### config.mk
export PLATFORM = sky130hd
export DESIGN_NAME = alu_seq
export DESIGN_NICKNAME = d
export VERILOG_FILES = /design/src/rtl/alu_seq.sv
export SDC_FILE = /design/constraint.sdc
export NUM_CORES = 1
export LEC_CHECK = 0
export ABC_AREA = 1
export BUFFER_PORTS_ARGS = -buffer_cell sky130_fd_sc_hd__buf_4
export CAP_MARGIN = 25
export CORE_MARGIN = 3
export CORE_UTILIZATION = 55
export CTS_CLUSTER_DIAMETER = 120
export DETAILED_ROUTE_END_ITERATION = 10
export GPL_TIMING_DRIVEN = 0
export PLACE_DENSITY = 0.75
export SYNTH_ARGS = -nofsm -noshare
export SYNTH_HDL_FRONTEND = slang
export SYNTH_SLANG_ARGS = --single-unit
export TNS_END_PERCENT = 20
### constraint.sdc
create_clock -name clk -period 2.4 [get_ports clk]
set_input_delay 0.24 -clock clk [delete_from_list [all_inputs] [get_ports clk]]
set_output_delay 0.24 -clock clk [all_outputs]
set_load 0.02 [all_outputs]
### src/rtl/alu_seq.sv
// alu_seq: registered ALU with valid/ready request handshake.
// Single-cycle ADD/ADDC/SUB/AND/OR/NEG, iterative 1-bit-per-cycle shifts
// and a WIDTH-cycle unsigned shift-and-add multiply. Result, flags and the
// persistent carry flag are all registered; out_valid pulses on completion.
// Optional build macro ALU_SEQ_CARRY_REG_EN: when defined, ADDC consumes the
// internal carry flag instead of the cin port.
//
// state | meaning
// IDLE  | ready for a request; single-cycle ops complete from here
// SHIFT | shifting work register one bit per cycle, cnt bits remaining
// MUL   | shift-and-add iterations, cnt iterations remaining
module alu_seq #(
  parameter int WIDTH = 8,
  parameter int SHW   = $clog2(WIDTH) + 1
) (
  input  logic             clk,
  input  logic             rst_n,
  input  logic             in_valid,
  output logic             in_ready,
  input  logic [3:0]       op,
  input  logic [WIDTH-1:0] a,
  input  logic [WIDTH-1:0] b,
  input  logic             cin,
  output logic             out_valid,
  output logic [WIDTH-1:0] out,
  output logic [WIDTH-1:0] out_hi,
  output logic             cout,
  output logic             zero,
  output logic             busy
);

  localparam logic [3:0] OP_ADD  = 4'd0;
  localparam logic [3:0] OP_ADDC = 4'd1;
  localparam logic [3:0] OP_SUB  = 4'd2;
  localparam logic [3:0] OP_SLL  = 4'd3;
  localparam logic [3:0] OP_SRA  = 4'd4;
  localparam logic [3:0] OP_AND  = 4'd5;
  localparam logic [3:0] OP_OR   = 4'd6;
  localparam logic [3:0] OP_NEG  = 4'd7;
  localparam logic [3:0] OP_SRL  = 4'd8;
  localparam logic [3:0] OP_MUL  = 4'd9;

  // Shift amounts saturate at WIDTH; the full b is compared, not just its low bits.
  localparam logic [WIDTH-1:0] W_LIM = WIDTH'(WIDTH);
  localparam logic [SHW-1:0]   W_CNT = SHW'(WIDTH);

  typedef enum logic [1:0] {
    IDLE  = 2'd0,
    SHIFT = 2'd1,
    MUL   = 2'd2
  } state_t;

  state_t           state;
  logic             carry_flag;
  logic [WIDTH-1:0] work;      // shift operand, or multiplier / low product in MUL
  logic [WIDTH-1:0] mcand;
  logic [WIDTH-1:0] acc_hi;
  logic [SHW-1:0]   cnt;
  logic [3:0]       sh_op;

  logic [WIDTH-1:0] res;
  logic             res_c;
  logic             res_upd;
  logic [WIDTH:0]   sum_w;
  logic             is_shift;
  logic             is_mul;
  logic             c_src;
  logic [SHW-1:0]   k;
  logic [WIDTH-1:0] shift_nx;
  logic [WIDTH:0]   mul_sum;
  logic [WIDTH-1:0] mul_hi_nx;
  logic [WIDTH-1:0] mul_lo_nx;

`ifdef ALU_SEQ_CARRY_REG_EN
  assign c_src = carry_flag;
  logic unused_cin;
  assign unused_cin = cin;
`else
  assign c_src = cin;
`endif

  assign in_ready = (state == IDLE);
  assign busy     = (state != IDLE);
  assign is_shift = (op == OP_SLL) || (op == OP_SRL) || (op == OP_SRA);
  assign is_mul   = (op == OP_MUL);
  assign k        = (b >= W_LIM) ? W_CNT : b[SHW-1:0];

  // Single-cycle datapath; a zero-length shift passes a through unchanged.
  always_comb begin
    res     = '0;
    res_c   = 1'b0;
    res_upd = 1'b0;
    sum_w   = '0;
    case (op)
      OP_ADD: begin
        sum_w   = {1'b0, a} + {1'b0, b};
        res     = sum_w[WIDTH-1:0];
        res_c   = sum_w[WIDTH];
        res_upd = 1'b1;
      end
      OP_ADDC: begin
        sum_w   = {1'b0, a} + {1'b0, b} + {{WIDTH{1'b0}}, c_src};
        res     = sum_w[WIDTH-1:0];
        res_c   = sum_w[WIDTH];
        res_upd = 1'b1;
      end
      OP_SUB: begin
        sum_w   = {1'b0, a} - {1'b0, b};
        res     = sum_w[WIDTH-1:0];
        res_c   = ~sum_w[WIDTH];
        res_upd = 1'b1;
      end
      OP_AND:                 res = a & b;
      OP_OR:                  res = a | b;
      OP_NEG:                 res = ~a;
      OP_SLL, OP_SRL, OP_SRA: res = a;
      default:                res = '0;
    endcase
  end

  // One-bit shift of the work register for the latched shift kind.
  always_comb begin
    case (sh_op)
      OP_SLL:  shift_nx = {work[WIDTH-2:0], 1'b0};
      OP_SRL:  shift_nx = {1'b0, work[WIDTH-1:1]};
      default: shift_nx = {work[WIDTH-1], work[WIDTH-1:1]};
    endcase
  end

  // One shift-and-add step: conditionally add the multiplicand, then shift {hi,lo} right.
  assign mul_sum   = {1'b0, acc_hi} + (work[0] ? {1'b0, mcand} : '0);
  assign mul_hi_nx = mul_sum[WIDTH:1];
  assign mul_lo_nx = {mul_sum[0], work[WIDTH-1:1]};

  // Control FSM with registered results, flags and carry.
  always_ff @(posedge clk) begin
    if (!rst_n) begin
      state      <= IDLE;
      carry_flag <= 1'b0;
      work       <= '0;
      mcand      <= '0;
      acc_hi     <= '0;
      cnt        <= '0;
      sh_op      <= '0;
      out        <= '0;
      out_hi     <= '0;
      cout       <= 1'b0;
      zero       <= 1'b0;
      out_valid  <= 1'b0;
    end else begin
      out_valid <= 1'b0;
      case (state)
        IDLE: begin
          if (in_valid) begin
            if (is_shift && (k != '0)) begin
              state <= SHIFT;
              work  <= a;
              cnt   <= k;
              sh_op <= op;
            end else if (is_mul) begin
              state  <= MUL;
              work   <= b;
              mcand  <= a;
              acc_hi <= '0;
              cnt    <= W_CNT;
            end else begin
              out       <= res;
              out_hi    <= '0;
              cout      <= res_c;
              zero      <= (res == '0);
              out_valid <= 1'b1;
              if (res_upd) carry_flag <= res_c;
            end
          end
        end
        SHIFT: begin
          work <= shift_nx;
          cnt  <= cnt - SHW'(1);
          if (cnt == SHW'(1)) begin
            state     <= IDLE;
            out       <= shift_nx;
            out_hi    <= '0;
            cout      <= 1'b0;
            zero      <= (shift_nx == '0);
            out_valid <= 1'b1;
          end
        end
        MUL: begin
          work   <= mul_lo_nx;
          acc_hi <= mul_hi_nx;
          cnt    <= cnt - SHW'(1);
          if (cnt == SHW'(1)) begin
            state     <= IDLE;
            out       <= mul_lo_nx;
            out_hi    <= mul_hi_nx;
            cout      <= |mul_hi_nx;
            zero      <= (mul_lo_nx == '0);
            out_valid <= 1'b1;
          end
        end
        default: state <= IDLE;
      endcase
    end
  end

endmodule

Word-level counts from Yosys, hierarchy flattened

Index checks and enable logic that the tools add are counted.

Bits of input ports: 24
Word-level logic and storage cells: 118
Register bits after elaboration: 53
Output and inout port bits: 21
Bits in latches: 0
Bits in read-only memories: 0
Memories: 0
Bits in writable memories: 0

$add $sub $neg: 5
Muxes and demuxes: 51
Reductions and logical operators: 23
Multipliers: 0
Shifts and indexed selects: 0
Equal/unequal tests: 22
Bitwise operators: 5
$lt $le $gt $ge: 1
Divide/modulo/power cells: 0

Operator list:

| cell                                                                  | count |
|---|---|
| 8-bit 2-to-1 mux                                                      | 17 |
| 8-bit one-hot mux with 3 select lines                                 | 3 |
| 8-bit one-hot mux with 7 select lines                                 | 1 |
| 8-bit one-hot mux with 2 select lines                                 | 2 |
| 8-bit logical NOT                                                     | 3 |
| 8-bit by 8-bit adder with 9-bit output                                | 2 |
| 4-bit by 3-bit == test with 1-bit output, second input constant       | 4 |
| 4-bit 2-to-1 mux                                                      | 4 |
| 1-bit 2-to-1 mux                                                      | 14 |
| 4-bit by 2-bit == test with 1-bit output, second input constant       | 3 |
| 4-bit == test, second input constant                                  | 3 |
| 3-bit AND reduction                                                   | 4 |
| 2-bit != test, second input constant                                  | 5 |
| 9-bit by 1-bit adder with 9-bit output                                | 1 |
| 1-bit one-hot mux with 3 select lines                                 | 3 |
| 8-bit by 8-bit subtractor with 9-bit output                           | 1 |
| 8-bit bitwise AND                                                     | 1 |
| 4-bit by 1-bit == test with 1-bit output, second input constant       | 2 |
| 8-bit by 4-bit >= comparator with 1-bit output, second input constant | 1 |
| 2-bit 2-to-1 mux                                                      | 4 |
| 8-bit NOT                                                             | 1 |
| 8-bit OR                                                              | 1 |
| 4-bit one-hot mux with 2 select lines                                 | 1 |
| 4-bit AND reduction                                                   | 2 |
| other kinds (19)                                                      | 24 |

Logic depth before layout (Yosys ltp)

Gate-level depths: netlist of the first run.

Depth in word-level cells: 8
Mapped depth: 18

Worst setup path before layout of the first run

No wires, ideal clock.

Path type: reg-to-reg
Start point: reg work[0]
End point: reg cout
Data required time: 2291 ps
Clock period less this slack: 2126 ps
Stages on the path, launching flop included: 16
Path slack: 274 ps
Library setup time: 109 ps
Arrival: 2017 ps
Cells stage by stage: dfxtp_1 > clkbuf_1 > nand2_1 > inv_1 > ha_1 > fa_1 > a21oi_1 > o21ai_0 > xor2_1 > nand2_1 > nor2_1 > nand4_1 > nand2_1 > nand3_1 > nand2_1 > inv_1

Word-level cells in the longest chain between the ends: 5

RTL lines:

| item                                   | line | source |
|---|---|---|
| from (decl)                            | 55   | `logic [WIDTH-1:0] work;` |
| from (signal assigned)                 | 177  | `work <= shift_nx;` |
| from (signal assigned)                 | 189  | `work <= mul_lo_nx;` |
| 8-bit 2-to-1 mux                       | 131  | `assign mul_sum = {1'b0, acc_hi} + (work[0] ? {1'b0, mcand} : '0);` |
| 8-bit by 8-bit adder with 9-bit output | 131  |  |
| 8-bit OR reduction                     | 196  | `cout <= \|mul_hi_nx;` |
| 1-bit 2-to-1 mux                       | 192  | `if (cnt == SHW'(1)) begin` |
| 1-bit one-hot mux with 3 select lines  | 152  | `case (state)` |
| to (signal assigned)                   | 169  | `cout <= res_c;` |
| to (signal assigned)                   | 196  |  |
| to (decl)                              | 27   | `output logic cout,` |

No other way between the ends. The select of a mux whose other input is x is not followed.
A chain may end at the register's enable or synchronous reset.

Final worst setup path of the first run

Start point: reg state[0]
End point: reg out[2]

Word-level cells in the longest chain between the ends: 3
Elaborated cells between the ends (all ways): 11
Those cells by class: 7 x eq/ne; 1 x mux; 3 x reduce/logical

RTL lines:

| item                                                                   | line | source |
|---|---|---|
| from (decl)                                                            | 53   | `state_t state;` |
| from (signal assigned)                                                 | 138  | `state <= IDLE;` |
| from (signal assigned)                                                 | 156  | `state <= SHIFT;` |
| from (signal assigned)                                                 | 161  | `state <= MUL;` |
| 2-bit by 1-bit == test with 1-bit output, or another cell as far along | 152  |  |
| 2-bit != test (no line) or 3-bit nonzero test (tied branches)          | n/a  |  |
| 6-bit AND reduction (no line)                                          | n/a  |  |
| to (signal assigned)                                                   | 167  | `out <= res;` |
| to (signal assigned)                                                   | 181  | `out <= shift_nx;` |
| to (signal assigned)                                                   | 194  | `out <= mul_lo_nx;` |
| to (decl)                                                              | 25   | `output logic [WIDTH-1:0] out,` |

Several ways; a longest one is shown, not always the timed one.

==> flow_summary.toml, run 1 <==
[floorplan]
rows = 32
initial_core_util_pct = 58.40
die_area_um2 = 9600
die_h_um = 97.98
die_w_um = 97.98
core_area_um2 = 7968
num_io_pins = 45

[timing]
fin_ws_ns = 0.1094
rsz0062_at_grt = "yes"
setup_violations = 0
hold_viol = 0
fmax_ghz = 0.4366
worstMarginPinSlew_ns = 0.7416
final.period_utilization_pct = 95.44
maxSlewViolCount = 0
post-route-min-period_ns = 2.291
relSlewSlack_pct = 50.37
clock_skew_ns = 0.007689

[run_status]
outcome = "completed"

[detailed_routing]
routed_wl_um = 14780
routedWlPerCell_um = 16.59
firstDrtPassIters = 5
routed_via_density = 5.835
vias = 5199
drcViolationCount = 0
dr.first_iter.drc_count = 413
ant_nets = 0

[synth]
syn_area_um2 = 4653
ys_top_cells_by_count = "nand2_1 (158), inv_1 (103), nor2_1 (73), o21ai_0 (65)"
yosysUniqueCellTypes = 44
ys_seq_area_share_pct = 22.80
syn-mean-instance-area_um2 = 6.288
syn-num-nets = 807
synth.most_common_cell = "nand2_1"
ys.flop_type = "dfxtp_1"
yosysTopAreaCellShare_pct = 22.80
synth_top_area_cell = "dfxtp_1"
async_flop_share_pct = 0
syn_inst = 740
ys_warn_count = 0
synth_seq_cells = 53
synth_edf_count = 0
synth_area_leaders = "dfxtp_1 (23%), nand2_1 (13%), ha_1 (11%)"

[clock_tree]
clockBufferDepth = 2
clock_latency_ns = 0.31
cts_inserted_buffers = 5
cts.sinks = 53
cts_root_buf = "clkbuf_8"
clk_pin_slew_ns = 0.10
holdBufCountCts = 0
htreeDepth = 2
cts_tree = "done"

[critical_path]
worstPathArrival_ns = 2.53
end_kind = "flip-flop"
cp.required_ns = 2.64
critPathKind = "flip-flop to flip-flop"
worstPathMaxFanout = 10
cp-start-kind = "flip-flop"

[global_route]
grt_max_degree = 15
grt_overflow = 0
grt_pass1_wl_um = 23900
first_global_vias = 4940
grt_use_total_pct = 30.29
antenna_found_initial = 0

[placed_design]
dpl_cell_area_um2 = 5104
numPortBuffers = 43
dp.cells = 885
post-place-ws_ns = -0.2064
gp_congestion = 0.9645
dp_hpwl_um = 11860

[power]
cellPowerDensity_nw_per_um2 = 758.9
totalPowerFinal_mw = 3.964
pwr-share-comb_pct = 53.6
p_leak_nw = 2.639
intPower_mw = 2.118
power.share.sequential_pct = 33.2
ir_drop_mv = 0.4764
p_clk_share_pct = 13.3
swShare_pct = 46.58
p_switching_mw = 1.847

[job]
maxCapViolations = 0

[finish]
instances_no_fill = 891
nNetsFinal = 856
num-fill-cells = 778
design_area_um2 = 5224
drive_above_1_share_pct = 12.93
post-route-util_pct = 65.56
antenna_cells = 0
area_growth_pct = 12.26

[hold_path]
hold_path_class = "input port to flip-flop"
logic make-up after synthesis:
family / count (synthesis) / share of synthesized area [%]
AND/OR/NAND/NOR: 332 / 31.24
AO/OA/AOI/OAI: 169 / 20.27
buffers and inverters: 135 / 12.13
flip-flops: 53 / 22.80
adder cells (fa/ha/maj): 43 / 12.05
XOR/XNOR: 8 / 1.506
path summary, 6_finish.rpt:
| kind | end | start | slack (ns) | depth (start not counted) |
|---|---|---|---|---|
| max | out[2] | state[0] | 0.11 | 10 |
| min reg2reg | sh_op[0] | sh_op[0] | 0.48 | 2 |
| min | sh_op[2] | op[2] | 0.25 | 3 |
| max reg2reg | out[2] | state[0] | 0.11 | 10 |
registers in the layout, summed over array words and instances, names as in the netlist:
name       cells
acc_hi         8
cnt            4
cout           1
mcand          8
out            8
out_hi         8
out_valid      1
sh_op          4
state          2
work           8
zero           1
area by class of cell:
cell class	count	area, µm²	share of cell area, %
well taps	102	127.6	2.443
flip-flops and latches	53	1065	20.38
plain buffers	21	133.9	2.563
repair buffers	44	330.3	6.323
multi-input cells	552	3055	58.49
inverters	112	425.4	8.144
clock buffers	7	86.33	1.653
stage by stage:
step	hold WS, ns	setup TNS, ns
4_1_cts	0.2538	0
5_1_grt	0.2611	-0.04198
3_3_place_gp	0.4591	-0.4844
6_report	0.2531	0
3_5_place_dp	0.4690	-1.216
2_1_floorplan	0.4043	0
worst max-delay path: stages, from the launching register on:
cell and delay, ns:
dfxtp_1 0.39, inv_1 0.10, ha_1 0.21, buf_6 0.14
or2_4 0.27, a2111oi_4 0.40, nand2_4 0.18, inv_6 0.15
buf_8 0.15, o21ai_2 0.07, a21oi_1 0.15
metal layers:
layer / share of wire, % / up-vias / track usage, %
met4: 1.6 / 0 / 8.520
li1: - / 2532 / -
met3: 8.1 / 20 / 5.643
met2: 45 / 220 / 47.64
met5: 0 / - / 0
met1: 46 / 2427 / 42.43
power groups by stage:
stage / logic (mW) / clock network [mW] / registers, mW
final: 2.12 / 0.527 / 1.31
after global routing: 2.34 / 0.557 / 1.34
after CTS: 2.07 / 0.523 / 1.30
after detailed placement: 2.08 / 0 / 1.30
after global placement: 2.03 / 0 / 1.28
after floorplan: 1.35 / 0 / 1.37
layout by cell type, fill, tap and decap left out, drive strengths merged:
| master | netlist | layout |
|---|---|---|
| a2111oi | 1 | 1 |
| a211oi | 6 | 6 |
| a21oi | 63 | 63 |
| a221oi | 1 | 1 |
| a22oi | 1 | 1 |
| a31oi | 5 | 5 |
| a32o | 1 | 1 |
| buf | 14 | 58 |
| clkbuf | 9 | 14 |
| dfxtp | 53 | 53 |
| fa | 3 | 3 |
| ha | 40 | 40 |
| inv | 112 | 112 |
| nand2 | 161 | 161 |
| nand3 | 63 | 63 |
| nand3b | 8 | 8 |
| nand4 | 14 | 14 |
| nor2 | 78 | 78 |
| nor3 | 3 | 3 |
| nor4 | 1 | 1 |
| o2111ai | 1 | 1 |
| o211ai | 2 | 2 |
| o21ai | 77 | 77 |
| o21bai | 1 | 1 |
| o22ai | 9 | 9 |
| o31ai | 1 | 1 |
| or2 | 4 | 4 |
| xnor2 | 2 | 2 |
| xor2 | 6 | 6 |
repair_timing:
| item | CTS | global route |
|---|---|---|
| endpoints found under the setup margin | 10 | 9 |
| hold endpoints to repair | 0 | 0 |
| pin swaps | 0 | 2 |
| gates cloned | 0 | 0 |
| gates resized for setup | 2 | 12 |
| buffers inserted | 0 | 1 |
(Power assumes the default switching activity.)
==> run 2: changes to the inputs <==
--- a/config.mk
+++ b/config.mk
@@ -5,7 +5,7 @@
 export SDC_FILE = /design/constraint.sdc
 export NUM_CORES = 1
 export LEC_CHECK = 0
-export ABC_AREA = 1
+export ABC_AREA = 0
 export BUFFER_PORTS_ARGS = -buffer_cell sky130_fd_sc_hd__buf_4
 export CAP_MARGIN = 25
 export CORE_MARGIN = 3
@@ -14,6 +14,7 @@
 export DETAILED_ROUTE_END_ITERATION = 10
 export GPL_TIMING_DRIVEN = 0
 export PLACE_DENSITY = 0.75
+export SLEW_MARGIN = 15
 export SYNTH_ARGS = -nofsm -noshare
 export SYNTH_HDL_FRONTEND = slang
 export SYNTH_SLANG_ARGS = --single-unit
==> run 2 against run 1 <==
Against the previous run:
- the run now ends with negative setup slack left
- worst setup slack worse by 0.42 ns
- total power shrank 19%
- combinational power fell by 24%
- sequential share of layout area decreased by 1.2 points
- cell area rose by 6.4%
- clock skew increased by 0.0030 ns
- clock power is 3% lower
- wire length decreased by 1.4%
- global-route usage shrank 1.3 points
- sequential power fell by 18%
- die area down 1.5%
- hold slack lost 0.028 ns
- highest routed layer unchanged
==> flow_summary.toml, run 2 <==
[critical_path]
critPathKind = "flip-flop to flip-flop"
worstPathMaxFanout = 5
critical_path.most_common_cell = "buf_4"
end_kind = "flip-flop"
worstPathArrival_ns = 2.90
cpMaxStageDelayCell = "or4_1"
crit_path_cell_trace = "buf_4 -> and2_1 -> ha_4 -> o21ai_0 -> nor2_1 -> buf_4 -> or4_1 -> o211a_1 -> or3_1 -> o311ai_2 -> a31oi_1"
cp_slowest_stage_delay_ns = 0.40
cp.required_ns = 2.59
cp-start-kind = "flip-flop"

[timing]
post-route-min-period_ns = 2.709
clock_skew_ns = 0.01067
fmax_ghz = 0.3692
hold_viol = 0
tns_ns = -0.3997
setup_violations = 4
rsz0062_at_grt = "yes"
maxSlewViolCount = 0
relSlewSlack_pct = 45.59
worstMarginPinSlew_ns = 0.8086
final.period_utilization_pct = 112.9
fin_ws_ns = -0.3088

[global_route]
use_met2_pct = 49.63
grt_use_met1_pct = 35.97
grt_pass1_wl_um = 22730
antenna_found_initial = 0
grt_overflow = 0
grt_max_degree = 17
first_global_vias = 4544
grt_use_total_pct = 29.00
busiest_layer = "met2"
grt_use_met3_pct = 4.307

[job]
maxCapViolations = 0

[finish]
drive_above_1_share_pct = 22.04
nNetsFinal = 724
area_growth_pct = 21.37
antenna_cells = 0
post-route-util_pct = 70.46
final_cell_mix = "nand2_1 (56), nor2_1 (56), buf_4 (52), dfxtp_1 (51), a21oi_1 (35)"

[synth]
syn_area_um2 = 4579
ys_top_cells_by_count = "nor2_1 (59), nand2_1 (56), dfxtp_1 (53), a21oi_1 (42), ha_1 (40)"
syn-mean-instance-area_um2 = 7.632
syn_inst = 600
synth.most_common_cell = "nor2_1"
yosysTopAreaCellShare_pct = 23.17
synth_area_leaders = "dfxtp_1 (23%), ha_1 (11%), nor2_1 (4.8%)"
async_flop_share_pct = 0
synth_seq_cells = 53
ys_seq_area_share_pct = 23.17
ys_warn_count = 0
syn-num-nets = 667
yosysUniqueCellTypes = 69
ys.flop_type = "dfxtp_1"
synth_top_area_cell = "dfxtp_1"
synth_edf_count = 0

[placed_design]
numPortBuffers = 41
dp_hpwl_um = 11190
gp_congestion = 0.9878

[floorplan]
initial_core_util_pct = 58.06
core_area_um2 = 7888
die_h_um = 97.25
num_io_pins = 45
die_w_um = 97.25
rows = 32
die_area_um2 = 9457

[detailed_routing]
routedWlPerCell_um = 19.17
dr.first_iter.drc_count = 352
vias = 4816
routed_wl_um = 14570
drcViolationCount = 0
ant_nets = 0
routed_via_density = 6.337
firstDrtPassIters = 5

[clock_tree]
clk_pin_slew_ns = 0.10
cts_inserted_buffers = 5
cts.sinks = 53
clockBufferDepth = 2
cts_tree = "done"
clock_latency_ns = 0.31
htreeDepth = 2
cts_root_buf = "clkbuf_8"
holdBufCountCts = 0

[run_status]
violations = "negative setup slack"
outcome = "finished with violations"

[power]
ir_drop_mv = 0.2946
p_leak_nw = 2.305
cellPowerDensity_nw_per_um2 = 574.9

[hold_path]
hold_path_class = "input port to flip-flop"
[run 2: changes by cell type after synthesis, sizes merged, moves of 19 or more]
cell,change
o21ai,-48
nand3,-40
inv,-77
a21oi,-20
nor2,-19
nand2,-104
[run 2: power breakdown]
| group | internal (mW) | switching (mW) |
|---|---|---|
| Clock | 0.206 | 0.303 |
| Sequential | 0.986 | 0.0887 |
| Combinational | 0.635 | 0.976 |
[run 2: path summary, 6_finish.rpt]
path / start / endpoint / slack, ns / cells after the start
worst max-delay path: work[0] / cout / -0.31 / 11
worst min-delay path: a[0] / mcand[0] / 0.22 / 3
worst max register to register: work[0] / cout / -0.31 / 11
worst min register to register: out_hi[1] / out_hi[1] / 0.46 / 2
[run 2: critical path: cells and delay by family (launching register included)]
kind,cells,cell delay (ns)
buffers and inverters,2,0.29
flip-flops,1,0.37
AND/OR/NAND/NOR,4,1.05
AO/OA/AOI/OAI,4,0.64
adder cells (fa/ha/maj),1,0.25
[run 2: area by class of cell]
cell class / count / area [µm²]
multi-input cells: 474 / 3557
fillers: 628 / 2330
flip-flops and latches: 53 / 1066
repair buffers: 53 / 405.4
plain buffers: 34 / 175.2
inverters: 36 / 138.9
well taps: 102 / 127.6
clock buffers: 6 / 72.57
clock inverters: 2 / 15.01
[run 2: cells by family after synthesis]
group | share of synthesized area, %
AND/OR/NAND/NOR | 24.97
AO/OA/AOI/OAI | 25.46
buffers and inverters | 6.503
flip-flops | 23.17
adder cells (fa/ha/maj) | 12.24
multiplexers | 4.590
XOR/XNOR | 3.060
[run 2: stage by stage]
stage / hold WS [ns] / total power, mW / setup WS (ns) / std cells / area [µm²]
5_1_grt: 0.2526 / 3.355 / -0.4016 / 760 / 5558
3_3_place_gp: 0.4407 / 2.464 / -0.8060 / 743 / 5026
3_5_place_dp: 0.4500 / 2.490 / -0.8394 / 743 / 5026
2_1_floorplan: 0.3868 / 2.047 / -0.2899 / 600 / 4591
6_report: 0.2248 / 3.195 / -0.3088 / 760 / 5558
4_1_cts: 0.2364 / 3.088 / -0.3048 / 755 / 5354
[run 2: repair_timing]
item	in CTS	in global routing
buffers inserted	7	5
pin swaps	14	22
setup endpoints to repair	27	31
gates resized for setup	45	40
[run 2: layer usage]
metal  vias up  part of all wire (%)
met3        49                   7.4
met5         -                     0
met4         0                   4.3
li1       2288                     -
met1      2265                    41
met2       214                    48
